[src/rtl/keypad_reader.sv]
// Scans and debounces a 4x4 matrix keypad and accumulates decimal digit entry into a 16-bit value.
// Enter latches the accumulator and offers it to a consumer through a valid/rd_ack handshake.
module keypad_reader #(
    parameter int unsigned SCAN_DIV       = 100000,
    parameter int unsigned DEBOUNCE_SCANS = 4
) (
    input  logic        clk,
    input  logic        rst,
    input  logic [3:0]  row,
    output logic [3:0]  col,
    output logic [15:0] acc_value,
    output logic [15:0] entered_value,
    output logic        valid,
    input  logic        rd_ack,
    output logic [3:0]  key_code,
    output logic        key_strobe
);
    localparam int unsigned SLOT_W = $clog2(SCAN_DIV);
    localparam int unsigned DEB_W  = $clog2(DEBOUNCE_SCANS + 1);
    localparam logic [4:0] DEC_NONE  = 5'd16;
    localparam logic [4:0] DEC_MULTI = 5'd17;

    typedef enum logic {IDLE, PRESSED} state_t;

    state_t            state, state_d;
    logic [3:0]        row_s1, row_s2;
    logic [SLOT_W-1:0] slot_cnt;
    logic [1:0]        col_idx;
    logic [15:0]       key_map;
    logic [4:0]        prev_dec;
    logic [DEB_W-1:0]  deb_cnt;

    logic              slot_last, scan_end, stable;
    logic [15:0]       full_map;
    logic [4:0]        dec, n_low;
    logic [3:0]        hit;
    logic [DEB_W-1:0]  deb_next;
    logic [15:0]       acc_d, entered_d;
    logic              valid_d, strobe_d;
    logic [3:0]        code_d;
    logic [19:0]       digit_sum;

    // Map bit index is col*4 + row; returns the legend printed on that key.
    function automatic logic [3:0] key_lut(input logic [3:0] idx);
        case (idx)
            4'd0:  key_lut = 4'h1;
            4'd1:  key_lut = 4'h4;
            4'd2:  key_lut = 4'h7;
            4'd3:  key_lut = 4'h0;
            4'd4:  key_lut = 4'h2;
            4'd5:  key_lut = 4'h5;
            4'd6:  key_lut = 4'h8;
            4'd7:  key_lut = 4'hF;
            4'd8:  key_lut = 4'h3;
            4'd9:  key_lut = 4'h6;
            4'd10: key_lut = 4'h9;
            4'd11: key_lut = 4'hE;
            4'd12: key_lut = 4'hA;
            4'd13: key_lut = 4'hB;
            4'd14: key_lut = 4'hC;
            default: key_lut = 4'hD;
        endcase
    endfunction

    assign slot_last = (slot_cnt == SLOT_W'(SCAN_DIV - 1));
    assign scan_end  = slot_last && (col_idx == 2'd3);
    // Column 3 is being sampled on the scan-end edge, so it comes straight from the synchronizer.
    assign full_map  = {row_s2, key_map[11:0]};

    always_comb begin
        n_low = 5'd0;
        hit   = 4'h0;
        for (int i = 0; i < 16; i++) begin
            if (!full_map[i]) begin
                n_low = n_low + 5'd1;
                hit   = key_lut(4'(i));
            end
        end
        if (n_low == 5'd0)      dec = DEC_NONE;
        else if (n_low == 5'd1) dec = {1'b0, hit};
        else                    dec = DEC_MULTI;
    end

    always_comb begin
        if (dec != prev_dec)                             deb_next = DEB_W'(1);
        else if (deb_cnt == DEB_W'(DEBOUNCE_SCANS))      deb_next = deb_cnt;
        else                                             deb_next = deb_cnt + DEB_W'(1);
    end
    assign stable = (deb_next == DEB_W'(DEBOUNCE_SCANS));

    // Scan timing, synchronizer and debounce history.
    always_ff @(posedge clk) begin
        if (rst) begin
            row_s1   <= 4'b1111;
            row_s2   <= 4'b1111;
            slot_cnt <= '0;
            col_idx  <= 2'd0;
            col      <= 4'b1110;
            key_map  <= 16'hFFFF;
            prev_dec <= DEC_NONE;
            deb_cnt  <= '0;
        end else begin
            row_s1 <= row;
            row_s2 <= row_s1;
            if (slot_last) begin
                slot_cnt                      <= '0;
                key_map[{col_idx, 2'b00} +: 4] <= row_s2;
                col_idx                       <= col_idx + 2'd1;
                col                           <= ~(4'b0001 << (col_idx + 2'd1));
            end else begin
                slot_cnt <= slot_cnt + SLOT_W'(1);
            end
            if (scan_end) begin
                prev_dec <= dec;
                deb_cnt  <= deb_next;
            end
        end
    end

    // Press FSM and key actions.
    always_comb begin
        state_d   = state;
        acc_d     = acc_value;
        entered_d = entered_value;
        valid_d   = valid & ~rd_ack;
        code_d    = key_code;
        strobe_d  = 1'b0;
        digit_sum = 20'(acc_value) * 20'd10 + 20'(dec[3:0]);
        case (state)
            IDLE: begin
                if (scan_end && stable && !dec[4]) begin
                    state_d  = PRESSED;
                    code_d   = dec[3:0];
                    strobe_d = 1'b1;
                    case (dec[3:0])
                        4'hA: acc_d = acc_value / 16'd10;
                        4'hC: acc_d = 16'd0;
                        4'hE: begin
                            entered_d = acc_value;
                            valid_d   = 1'b1;
                            acc_d     = 16'd0;
                        end
                        4'hB, 4'hD, 4'hF: ;
                        default: begin
                            if (digit_sum <= 20'd65535) acc_d = digit_sum[15:0];
                        end
                    endcase
                end
            end
            PRESSED: begin
                if (scan_end && stable && (dec == DEC_NONE)) state_d = IDLE;
            end
            default: state_d = IDLE;
        endcase
    end

    always_ff @(posedge clk) begin
        if (rst) begin
            state         <= IDLE;
            acc_value     <= 16'd0;
            entered_value <= 16'd0;
            valid         <= 1'b0;
            key_code      <= 4'h0;
            key_strobe    <= 1'b0;
        end else begin
            state         <= state_d;
            acc_value     <= acc_d;
            entered_value <= entered_d;
            valid         <= valid_d;
            key_code      <= code_d;
            key_strobe    <= strobe_d;
        end
    end
endmodule

[config.mk]
export PLATFORM = sky130hd
export DESIGN_NAME = keypad_reader
export DESIGN_NICKNAME = d
export VERILOG_FILES = /design/src/rtl/keypad_reader.sv
export SDC_FILE = /design/constraint.sdc
export NUM_CORES = 1
export LEC_CHECK = 0
export ABC_CLOCK_PERIOD_IN_PS = 16350
export BUFFER_PORTS_ARGS = -buffer_cell sky130_fd_sc_hd__buf_2
export CAP_MARGIN = 25
export CORE_ASPECT_RATIO = 1.2
export CORE_UTILIZATION = 60
export CTS_BUF_LIST = sky130_fd_sc_hd__clkbuf_16
export DETAILED_ROUTE_END_ITERATION = 10
export PLACE_DENSITY = 0.79
export RECOVER_POWER = 50
export SLEW_MARGIN = 20
export SYNTH_ARGS = -nofsm -noshare
export SYNTH_HDL_FRONTEND = slang
export SYNTH_SLANG_ARGS = --single-unit
[constraint.sdc]
create_clock -name clk -period 16.35 [get_ports clk]
set_input_delay 0.8175 -clock clk [delete_from_list [all_inputs] [get_ports clk]]
set_output_delay 0.8175 -clock clk [all_outputs]
set_load 0.02 [all_outputs]
==> metrics.yaml <==
synthesis:
  ys.flop_type: "dfxtp_1"
  synth_warnings: 0
  synth_edf_count: 0
  syn_inst: 1100
  synth.top_cells.by_area: "dfxtp_1 21%, ha_1 8.1%, xnor2_1 5.2%"
  syn_nets: 1164
  synth-seq-cells: 90
  syn_area_um2: 8490
  yosysSeqAreaShare_pct: 21.2
  yosys.area.top_type_share_pct: 21.2
  synthArstFlopShare_pct: 0
  synth_top_area_cell: "dfxtp_1"
  synth_cell_types: 89
  ys_top_cells_by_count: "115 x nor2_1, 92 x nand2_1, 90 x dfxtp_1, 68 x a21oi_1, 55 x ha_1"
  synth.most_common_cell: "nor2_1"
  synth.avg_cell_area_um2: 7.71
flow_run:
  maxCapViolations: 1
floorplanning:
  io_pins: 49
  die_area_um2: 14600
  row_count: 47
  placeableCoreArea_um2: 13800
  start_util_pct: 61.4
  die_x_um: 111
  die_h_um: 132
timing:
  max_freq_ghz: 0.0750
  final-hold-violation-count: 0
  skew_ps: 11.4
  finalMaxSlewViolations: 78
  rsz0062_at_grt: "no"
  finalCritPeriodShare_pct: 81.5
  slew_headroom_pct: -124
  worst_pin_slew_ps: 3370
  min_period_ps: 13320
  setup_viol: 0
  final.setup.tns_ps: 0
critical_path:
  crit_slowest_cell: "o41a_1"
  required_ps: 16440
  worstSetupPathType: "flip-flop to flip-flop"
  r2r_end: "acc_value[1]"
  start_kind: "flip-flop"
  timing.rr.start: "key_map[0]"
  cpMostUsedCell: "ha_1"
  crit_family: "adder cells"
  arrival_ps: 13420
  end_kind: "flip-flop"
  ff2ff_path_depth: 58
  path_max_fanout: 16
  cp_slowest_stage_delay_ps: 640
  r2r_setup_slack_ps: 3030
  cp.depth: 58
  cp_num_buf_inv: 5
  cp-startpoint: "key_map[0]"
  crit_end: "acc_value[1]"
placement:
  routabilityCongestion: 0.883
  portBuffers: 48
  hpwl_mm: 14.4
route:
  drt-pass1-iter-count: 5
  dr_total_vias: 7951
  detail-route-antenna-nets: 0
  drt_wl_total_mm: 20.1
  wl_per_cell_um: 15.8
  drc_errors: 0
  vias_per_cell: 6.24
  drt_iter0_markers: 557
cts:
  clkTransAtPathRegs_ps: 70
  cts_tree: "done"
  clk_latency_ps: 350
  htreeDepth: 3
  cts_inserted_buffers: 9
  cts_setup_buffers: 0
  root_buffer: "clkbuf_16"
  ctsResizeCount: 0
  clk_path_buf_depth: 2
  cts.sinks: 90
  hold_buffers: 0
global_routing:
  grt_pass1_wl_mm: 34.3
  grt_max_degree: 78
  overflow: 0
  grt_pass1_vias: 7443
  antenna_found_initial: 0
  grt_usage_pct: 27.5
finish:
  fillCellCount: 1293
  final_net_count: 1162
  drive_above_1_share_pct: 7.16
  diodes: 0
  area_growth_pct: 5.43
pwr:
  powerDensity_nw_per_um2: 50.8
  totalPowerFinal_w: 0.000455
  p_leak_nw: 3.75
  ir_drop_mv: 0.0412
status:
  violations: "capacitance limit, slew limit"
  status: "finished with violations"
worst_hold_path:
  hold_path.class: "flip-flop to flip-flop"
[placed cells by master (no fill, tap or decap), types with 6 or more instances in the layout]
master,instances
clkbuf_1,43
nor2_1,115
nand3b_1,6
a21oi_1,68
xnor2_1,50
nor3b_1,13
nor4_1,7
clkbuf_16,9
nand2b_1,18
o31ai_1,6
or2_2,16
a21o_1,10
inv_1,44
buf_2,9
mux2i_1,29
nand3_1,29
a31oi_1,17
nor3_1,29
and3_1,14
ha_1,55
a211oi_1,11
a21boi_0,8
nor4b_1,6
o211ai_1,13
dfxtp_1,90
xor2_1,34
a211o_1,14
o21ai_1,10
o22ai_1,15
o21ai_0,44
nand2_1,92
nand4_1,10
nor2b_1,21
[worst min path at each step]
stage / from / to / slack (ps) / cells after the start
6_report: row_s1[0] / row_s2[0] / 410 / 1
5_1_grt: row_s1[0] / row_s2[0] / 420 / 1
4_1_cts: row_s1[0] / row_s2[0] / 420 / 1
3_5_place_dp: row_s1[3] / row_s2[3] / 400 / 1
3_3_place_gp: row_s1[3] / row_s2[3] / 400 / 1
2_1_floorplan: row_s1[0] / row_s2[0] / 390 / 1
[metrics by stage]
stage	hold WS [ps]	std cells	setup slack (ps)	utilization, %	area, µm²
6_report	411	1274	3030	64.7	8950
5_1_grt	423	1274	1950	64.7	8950
4_1_cts	416	1272	3180	65.1	9000
3_5_place_dp	401	1256	3230	63.0	8710
3_3_place_gp	396	1256	3600	63.0	8710
2_1_floorplan	389	1100	4180	-	8490
[area by class of cell]
class | count | area (µm²) | area share (%)
clock buffers | 9 | 225 | 2.52
multi-input cells | 894 | 6220 | 69.6
flip-flops and latches | 90 | 1800 | 20.1
clock inverters | 7 | 68.8 | 0.769
well taps | 171 | 214 | 2.39
repair buffers | 57 | 239 | 2.67
inverters | 46 | 173 | 1.93
[per-layer routing]
layer  routed length (µm)  vias up  GRT usage, %
met3                  577       33          2.76
met4                  312        0          7.56
met5                    0        -             0
met2                10300      192          50.9
met1                 8910     3743          33.6
li1                     -     3983             -
[state kept, by name, indices dropped and copies added (netlist names)]
register,flops
state,1
valid,1
key_strobe,1
col,4
deb_cnt,3
col_idx,2
row_s1,4
key_map,12
prev_dec,5
slot_cnt,17
row_s2,4
key_code,4
acc_value,16
entered_value,16
[cell families (layout without fill, tap and decap cells)]
group / Yosys count / after routing / share of synthesized area (%)
xor gates and xnor gates: 97 / 97 / 11.8
buffers and inverters: 116 / 119 / 5.72
and+or+nand+nor: 412 / 412 / 24.8
AOI/OAI and AO/OA: 290 / 290 / 23.3
adders and majority gates: 61 / 61 / 9.05
muxes: 34 / 34 / 4.08
DFF: 90 / 90 / 21.2
[power by group]
| group | leakage, nW | total, W | internal, W | switching (W) |
|---|---|---|---|---|
| Sequential | 0.728 | 0.000223 | 0.000221 | 0.00000216 |
| Combinational | 2.88 | 0.0000252 | 0.00000861 | 0.0000166 |
| Clock | 0.145 | 0.000207 | 0.000108 | 0.0000988 |
(Power assumes the default switching activity.)
